==> src/rtl/sumador_serie_param.sv <==
// sumador_serie_param: digit-serial adder/subtractor, DIGIT bits per clock over WIDTH-bit operands
//   clk, rst (sync, active-high), start (taken when busy=0), sub (0 add, 1 subtract),
//   a, b, ci (carry-in / borrow-in) are the inputs;
//   busy, done (one-cycle pulse), s, co (raw MSB carry) and ovf (signed overflow) are the outputs.
//   The s, co and ovf outputs hold their value until the next done.
module sumador_serie_param_fa #(
    parameter int PwrC = 0
) (
    input  logic x,
    input  logic y,
    input  logic c,
    output logic s,
    output logic co
);
    // PwrC is only carried for power annotation of the cell; it does not change the logic
    if (PwrC < 0) begin : g_pwr_neg
    end
    assign s  = x ^ y ^ c;
    assign co = (x & y) | (c & (x ^ y));
endmodule

module sumador_serie_param #(
    parameter int WIDTH = 16,
    parameter int DIGIT = 4,
    parameter int PwrC  = 0
) (
    input  logic             clk,
    input  logic             rst,
    input  logic             start,
    input  logic             sub,
    input  logic [WIDTH-1:0] a,
    input  logic [WIDTH-1:0] b,
    input  logic             ci,
    output logic             busy,
    output logic             done,
    output logic [WIDTH-1:0] s,
    output logic             co,
    output logic             ovf
);
    localparam int NDIG = WIDTH / DIGIT;
    localparam int CW   = $clog2(NDIG + 1);
    typedef enum logic [1:0] {IDLE, BUSY, DONE} state_t;
    state_t           state, state_n;
    logic [CW-1:0]    cnt;
    logic [WIDTH-1:0] ra, rb, acc, acc_n;
    logic             carry;
    logic [DIGIT:0]   c;
    logic [DIGIT-1:0] sd;
    logic             accept, last;
    assign accept = start && state != BUSY;
    assign last   = state == BUSY && cnt == CW'(NDIG - 1);
    assign c[0]   = carry;
    // new digit enters at the top so the first digit ends at the LSB after NDIG shifts
    assign acc_n  = WIDTH'({sd, acc} >> DIGIT);
    for (genvar g = 0; g < DIGIT; g++) begin : g_cell
        sumador_serie_param_fa #(.PwrC(PwrC)) u_fa (
            .x(ra[g]), .y(rb[g]), .c(c[g]), .s(sd[g]), .co(c[g+1])
        );
    end
    always_ff @(posedge clk)
        state <= rst ? IDLE : state_n;
    always_comb begin
        state_n = accept ? BUSY : last ? DONE : state == DONE ? IDLE : state;
        busy    = state == BUSY;
        done    = state == DONE;
    end
    always_ff @(posedge clk) begin
        if (rst) begin
            cnt   <= '0;
            ra    <= '0;
            rb    <= '0;
            acc   <= '0;
            carry <= 1'b0;
            s     <= '0;
            co    <= 1'b0;
            ovf   <= 1'b0;
        end else if (accept) begin
            ra    <= a;
            rb    <= b ^ {WIDTH{sub}};
            carry <= ci ^ sub;
            cnt   <= '0;
        end else if (state == BUSY) begin
            ra    <= ra >> DIGIT;
            rb    <= rb >> DIGIT;
            carry <= c[DIGIT];
            acc   <= acc_n;
            cnt   <= cnt + 1'b1;
            if (last) begin
                s   <= acc_n;
                co  <= c[DIGIT];
                ovf <= c[DIGIT] ^ c[DIGIT-1];
            end
        end
    end
endmodule

==> config.mk <==
export PLATFORM = sky130hd
export DESIGN_NAME = sumador_serie_param
export DESIGN_NICKNAME = d
export VERILOG_FILES = /design/src/rtl/sumador_serie_param.sv
export SDC_FILE = /design/constraint.sdc
export NUM_CORES = 1
export LEC_CHECK = 0
export CAP_MARGIN = 20
export CORE_MARGIN = 5
export CORE_UTILIZATION = 40
export CTS_CLUSTER_DIAMETER = 80
export DETAILED_ROUTE_END_ITERATION = 10
export PLACE_DENSITY = 0.73
export SETUP_SLACK_MARGIN = 0.5
export SYNTH_ARGS = -nofsm -noshare
export SYNTH_HDL_FRONTEND = slang
export SYNTH_SLANG_ARGS = --single-unit
==> constraint.sdc <==
create_clock -name clk -period 6.3 [get_ports clk]
set_input_delay 0.63 -clock clk [delete_from_list [all_inputs] [get_ports clk]]
set_output_delay 0.63 -clock clk [all_outputs]
set_load 0.005 [all_outputs]
# Yosys cells after proc, flatten, opt, wreduce, memory -nomap -nowiden
# Index checks and enable logic that the tools add are counted.
[word_totals] word_cells=56 regBits=72 in_bits=37
[op_classes] n_eq_ne=4 n_mux=9 reduce_logical=8 n_bitwise=24 addsub=1
[op_table] cell="two-way mux 16 bit" n=4
[op_table] cell="XOR 16 bit" n=1
[op_table] cell="XOR 1 bit" n=10
[op_table] cell="AND 1 bit" n=8
[op_table] cell="two-way mux 2 bit" n=2
[op_table] cell="OR 1 bit" n=4
[op_table] cell="nonzero test 2 bit" n=2
[op_table] cell="adder 3 x 1 -> 3 bit, second input constant" n=1
[op_table] cell="equality test 3 x 2 -> 1 bit, second input constant" n=1
[op_table] cell="two-way mux 1 bit" n=3
[op_table] cell="AND reduction 3 bit" n=1
[op_table] cell="nonzero test 3 bit" n=1
[op_table] cell="equality test 2 x 1 -> 1 bit, second input constant" n=1
[op_table] cell="equality test 2 bit, second input constant" n=1
[op_table] cell="logical AND 1 bit" n=2
[op_table] cell="!= test 2 x 1 -> 1 bit, second input constant" n=1
[op_table] cell="AND reduction 2 bit" n=1
[op_table] cell="OR reduction 2 bit" n=1
[op_table] cell="NOT 1 bit" n=1

# Logic depth before layout (Yosys ltp)
# Gate-level depths: netlist (run 1).
[logic_depth] depth_word=11 depth_mapped=10

# Hierarchy
# A second synthesis (run 1) with hierarchy kept.
[unflattened] hier_cells=333 hier_area_um2=2929.1
[by_module_without_submodules] module="sumador_serie_param" cells_each=329 area_per_inst_um2=2849.0 seq_area_each_um2=1361.3 n_inst=1
[by_module_without_submodules] module="sumador_serie_param_fa" cells_each=1 area_per_inst_um2=20.0 seq_area_each_um2=0.0 n_inst=4

# Least setup slack after synthesis (run 1)
# No wires, ideal clock.
[synth_path] kind="register to register" from="register carry" to="register acc[15]" setup_slack_ns=4.195 arrival_ns=2.020 path_buffers=0 path_stages_with_launch=9 period_less_slack_ns=2.105 t_required_ns=6.214 path_cell_list="dfxtp_1 fa_1 inv_1 fa_1 inv_1 fa_1 inv_1 fa_1 a211oi_1"
[synth_between] elab_chain_len=7
[synth_lines] item="from (decl)" line_no="46" rtl="logic carry;"
[synth_lines] item="from (signal assigned)" line_no="80" rtl="carry <= ci ^ sub;"
[synth_lines] item="from (signal assigned)" line_no="85" rtl="carry <= c[DIGIT];"
[synth_lines] item="AND 1 bit" line_no="19" rtl="assign co = (x & y) | (c & (x ^ y));"
[synth_lines] item="OR 1 bit" line_no="19"
[synth_lines] item="AND 1 bit" line_no="19"
[synth_lines] item="OR 1 bit" line_no="19"
[synth_lines] item="AND 1 bit" line_no="19"
[synth_lines] item="OR 1 bit" line_no="19"
[synth_lines] item="XOR 1 bit" line_no="18" rtl="assign s = x ^ y ^ c;"
[synth_lines] item="to (signal assigned)" line_no="86" rtl="acc <= acc_n;"
[synth_lines] item="to (decl)" line_no="45" rtl="logic [WIDTH-1:0] ra, rb, acc, acc_n;"
# Every way passes these cells.
# A chain may end at the register's enable or synchronous reset.

# Worst setup path in the final report (run 1)
[layout_path] from="register state[1]" to="output port busy"
[layout_between] elab_chain_len=1
[layout_lines] item="from (decl)" line_no="43" rtl="state_t state, state_n;"
[layout_lines] item="from (signal assigned)" line_no="61" rtl="state <= rst ? IDLE : state_n;"
[layout_lines] item="equality test 2 x 1 -> 1 bit" line_no="64" rtl="busy = state == BUSY;"
[layout_lines] item="to (decl)" line_no="34" rtl="output logic busy,"
# Every way passes these cells.

==> impl_metrics.json, run 1 <==
{
  "status": "finished clean",
  "routed-wl-met2_um": 2740,
  "grt_overflow": 0,
  "post-route-period-util_pct": 50.6,
  "routed.top_layer": "met4",
  "fp.dieArea_um2": 9230,
  "fillers": 717,
  "pre_cts_ws_ns": 3.47,
  "arrival_ns": 2.56,
  "diodes": 0,
  "yosysSeqAreaShare_pct": 45.9,
  "setup_viol": 0,
  "syn_nets": 379,
  "m1WireLength_um": 2520,
  "rrSetupSlack_ns": 4.01,
  "powerDensity_nw_per_um2": 261,
  "seq_area_um2": 1360,
  "final_common_cell": "dfxtp_1",
  "hold_path_end": "s[12]",
  "whs_ns": 0.453,
  "fmax_mhz": 314,
  "synth_top_area_cell": "dfxtp_1",
  "worstReg2RegEnd": "s[15]",
  "hold_path_depth": 2,
  "h-tree-depth": 3,
  "syn_area_um2": 2960,
  "required_ns": 5.67,
  "start_util_pct": 41.1,
  "cp_max_fo": 43,
  "hpwl_um": 3880,
  "io_pins": 57,
  "holdCritStartpoint": "s[12]",
  "viasPerCell": 4.79,
  "maxSlewViolCount": 0,
  "cp-start-kind": "flip-flop",
  "cts_buffer_depth": 2,
  "drv_cap": 0,
  "root_buffer": "clkbuf_8",
  "layout_common_cells": "68 x dfxtp_1, 63 x nand2_1, 54 x clkdlybuf4s50_1",
  "ys_ff_latch": 68,
  "portBuffers": 56,
  "cts-buffers-inserted": 9,
  "dieHeight_um": 96.1,
  "grt.total_usage_pct": 13.2,
  "clk_pin_slew_worst_paths_ns": 0.07,
  "synth_area_leaders": "dfxtp_1 46%, nand2_1 8.0%, a21oi_1 5.7%",
  "skew_ns": 0.00647,
  "yosysWarnings": 0,
  "fp.dieW_um": 96.1,
  "tightest_slew_ns": 1.04,
  "antenna_found_initial": 0,
  "cts.sinks": 68,
  "synthCells": 336,
  "p_leak_nw": 1.36,
  "rows": 31,
  "drive_gt1_share_pct": 7.07,
  "vdd.ir_drop.worst_mv": 0.195,
  "multi_input_area_um2": 1400,
  "finalCoreUtilization_pct": 51.2,
  "cts_setup_buffers": 0,
  "dpl_cell_area_um2": 3480,
  "synth_top_area_share_pct": 45.9,
  "drt-total-wl_um": 5710,
  "r2r.worst_path.cells": 8,
  "dr.pass1.iters": 4,
  "syn_area_per_cell_um2": 8.82,
  "dr_wl_met3_um": 363,
  "design_area_um2": 3700,
  "grt_pass1_wl_um": 9470,
  "wl_per_cell_um": 11.9,
  "r2r-start": "carry",
  "drcViolationCount": 0,
  "clk_latency_ns": 0.34,
  "cts_tree": "yes",
  "grt_max_degree": 63,
  "rsz0062_at_grt": "false",
  "antenna_left": 0,
  "finalCriticalPeriod_ns": 3.19,
  "slew_headroom_pct": 30.9,
  "ctsHoldBuffers": 0,
  "critPathCaptureType": "output pin",
  "worst_slack_ns": 3.11,
  "final_nets": 420,
  "num_vias": 2304,
  "fin_setup_tns_ns": 0,
  "area_growth_pct": 24.7,
  "gp_congestion": 0.723,
  "path_class": "reg2out",
  "synthDistinctLibCells": 28,
  "drtIter0Drc": 90,
  "hold_viol_final": 0,
  "grt_pass1_vias": 2149,
  "hold_path_class": "reg2reg",
  "cts_resized": 0,
  "core_um2": 7210
}
-- cell families after synthesis --
kind of cell | Yosys count | share of synthesized area [%]
multiplexers | 17 | 5.74
flip-flops | 68 | 45.9
adder cells (fa/ha/maj) | 6 | 3.55
buffers and inverters | 37 | 6.84
AND/OR/NAND/NOR | 116 | 15.9
AO/OA/AOI/OAI | 74 | 16.7
XOR/XNOR | 18 | 5.32
-- cell type report --
| type | count | area share [%] |
|---|---|---|
| flip-flops and latches | 68 | 36.8 |
| clock inverters | 5 | 2.03 |
| multi-input cells | 231 | 37.8 |
| clock buffers | 11 | 3.83 |
| repair buffers | 57 | 15.1 |
| inverters | 10 | 1.02 |
| well taps | 99 | 3.35 |
-- routing by layer --
metal / track usage (%) / up-vias
li1: - / 1204
met1: 15.2 / 1031
met2: 22.4 / 59
met3: 4.85 / 10
met4: 4.98 / 0
met5: 0 / -
-- power breakdown --
group | total [mW] | internal (mW) | switching [mW] | leakage (nW)
sequential | 0.464 | 0.451 | 0.0130 | 0.556
clock | 0.387 | 0.232 | 0.156 | 0.113
combinational | 0.113 | 0.0578 | 0.0556 | 0.687
total | 0.965 | 0.741 | 0.224 | 1.36
-- metrics by stage --
step                instances  total power, mW
floorplan                 336            0.555
global placement          465            0.585
detailed placement        465            0.589
CTS                       481            0.977
global route              481             1.01
finish                    481            0.965
-- flip-flops by register name (all words and copies together), names as in the netlist --
| signal | cells |
|---|---|
| acc | 12 |
| carry | 1 |
| cnt | 3 |
| co | 1 |
| ovf | 1 |
| ra | 16 |
| rb | 16 |
| s | 16 |
| state | 2 |
-- worst max-delay path: stages, from the launching register on --
cell and delay (ns):
dfxtp_1 0.34, nand2b_2 0.53, inv_2 0.70, clkdlybuf4s50_1 0.63
-- worst max path at each step --
stage               cells after the start       to      from
floorplan                               8  acc[15]     carry
global placement                        3     busy  state[1]
detailed placement                      3     busy  state[1]
CTS                                     3     busy  state[1]
global route                            3     busy  state[1]
finish                                  3     busy  state[1]
-- Yosys cell counts, drive strengths merged --
master	n
dfxtp	68
nand2	63
a21oi	40
nor2	39
a211oi	21
buf	21
xnor2	18
mux2i	17
a211o	12
inv	10
clkbuf	6
fa	4
nand2b	4
nand3	3
ha	2
nor3	2
a2111oi	1
and3b	1
nand3b	1
nor2b	1
nor3b	1
or2	1
(Power assumes the default switching activity.)
==> run 2, diff against run 1 <==
Settings changed: PLACE_DENSITY 0.73 to 0.76.
Clock period 6.3 ns to 2.85 ns, I/O delays scaled along.
==> run 2 against run 1 <==
Compared with the run above:
- largest power group unchanged
- clock power grew to 2.7 times the previous value
- wire length increased by 2.2%
- die area is the same
- worst setup slack worse by 2.4 ns
==> impl_metrics.json, run 2 (same netlist as run 1, synthesis figures left out) <==
{
  "status": "finished clean",
  "critPathTopFamily": "adder cells",
  "dr.pass1.iters": 5,
  "hold_path_class": "in2reg",
  "maxSlewViolCount": 0,
  "core_um2": 7210,
  "slew_headroom_pct": 49.6,
  "start_util_pct": 41.1,
  "hpwl_um": 4100,
  "grt_pass1_vias": 2179,
  "skew_ns": 0.00716,
  "clk_pin_slew_worst_paths_ns": 0.07,
  "num_vias": 2347,
  "grt_max_degree": 40,
  "root_buffer": "clkbuf_8",
  "p_total_mw": 2.32,
  "layout_common_cells": "68 x dfxtp_1, 63 x nand2_1, 54 x clkdlybuf4s50_1",
  "sw_frac_of_total_pct": 22.2,
  "design_area_um2": 3800,
  "cts.sinks": 68,
  "viasPerCell": 4.83,
  "grt.total_usage_pct": 13.6,
  "grt_pass1_wl_um": 9880,
  "vdd.ir_drop.worst_mv": 0.296,
  "p_clk_share_pct": 44.4,
  "clk_latency_ns": 0.34,
  "antenna_found_initial": 0,
  "fin_cells": 486,
  "drv_cap": 0,
  "finalCriticalPeriod_ns": 2.18,
  "crit_path_top_delay_cell": "fa_2",
  "powerDensity_nw_per_um2": 610,
  "finalCoreUtilization_pct": 52.6,
  "arrival_ns": 2.45,
  "drtIter0Drc": 70,
  "cts_tree": "yes",
  "cp_num_cells": 8,
  "rsz0062_at_grt": "false",
  "reg_top3": "ra x16, rb x16, s x16",
  "dpl_cell_area_um2": 3520,
  "path_class": "reg2reg",
  "drt-total-wl_um": 5840,
  "setup_viol": 0,
  "wl_per_cell_um": 12.0,
  "rows": 31,
  "fillers": 696,
  "diodes": 0,
  "r2r.worst_path.cells": 8,
  "final_nets": 425,
  "cp_common_cell": "inv_1",
  "portBuffers": 56,
  "cts_setup_buffers": 0,
  "slowest_delay_ns": 0.45,
  "seqPwrFrac_pct": 44.3,
  "pre_cts_ws_ns": 0.634,
  "tightest_slew_ns": 0.756,
  "drive_gt1_share_pct": 9.30,
  "final_common_cell": "dfxtp_1",
  "fp.dieArea_um2": 9230,
  "grt_overflow": 0,
  "path_cells": "fa_1 > inv_1 > fa_1 > inv_1 > fa_2 > inv_1 > fa_2 > a211oi_2",
  "io_pins": 57,
  "p_sw_uw": 514,
  "hold_path_depth": 2,
  "cts_buffer_depth": 2,
  "p_int_mw": 1.80,
  "hold_viol_final": 0,
  "h-tree-depth": 3,
  "critPathCaptureType": "flip-flop",
  "combinationalPowerShare_pct": 11.3,
  "gp_congestion": 0.822,
  "ctsHoldBuffers": 0,
  "fp.dieW_um": 96.1,
  "cp_max_fo": 2,
  "dp.cells": 470,
  "area_growth_pct": 28.1,
  "cts-buffers-inserted": 9,
  "drcViolationCount": 0,
  "fin_setup_tns_ns": 0,
  "cts_resized": 0,
  "critPathBufInv": 3,
  "required_ns": 3.12,
  "worst_slack_ns": 0.671,
  "post-route-period-util_pct": 76.5,
  "cp-start-kind": "flip-flop",
  "dieHeight_um": 96.1,
  "antenna_left": 0,
  "whs_ns": 0.385,
  "fmax_mhz": 459,
  "p_leak_nw": 1.39
}
==> run 2: path summary, 6_finish.rpt <==
kind	startpoint	endpoint	slack (ns)
setup / recovery	carry	acc[15]	0.67
hold / removal	rst	rb[8]	0.39
setup reg to reg	carry	acc[15]	0.67
hold reg to reg	s[12]	s[12]	0.45
==> run 2: per-layer routing <==
metal	vias up	wire, um	GRT usage [%]
met4	0	138	5.92
met3	12	388	4.30
met5	-	0	0
met2	65	2640	21.1
met1	1051	2670	17.4
li1	1219	-	-
==> run 2: cell type report <==
cell class / instances / area [um^2] / area share [%]
clock buffers: 10 / 128 / 3.36
well taps: 99 / 124 / 3.26
clock inverters: 6 / 136 / 3.59
multi-input cells: 231 / 1410 / 37.2
inverters: 10 / 37.5 / 0.989
repair buffers: 62 / 596 / 15.7
flip-flops and latches: 68 / 1360 / 35.9
==> run 2: power groups by stage <==
stage               Combinational (mW)  Sequential (mW)  Clock [mW]
floorplan                        0.186             1.04           0
global placement                 0.253             1.05           0
detailed placement               0.258             1.05           0
CTS                              0.259             1.03        1.05
global route                     0.289             1.03        1.10
finish                           0.261             1.03        1.03
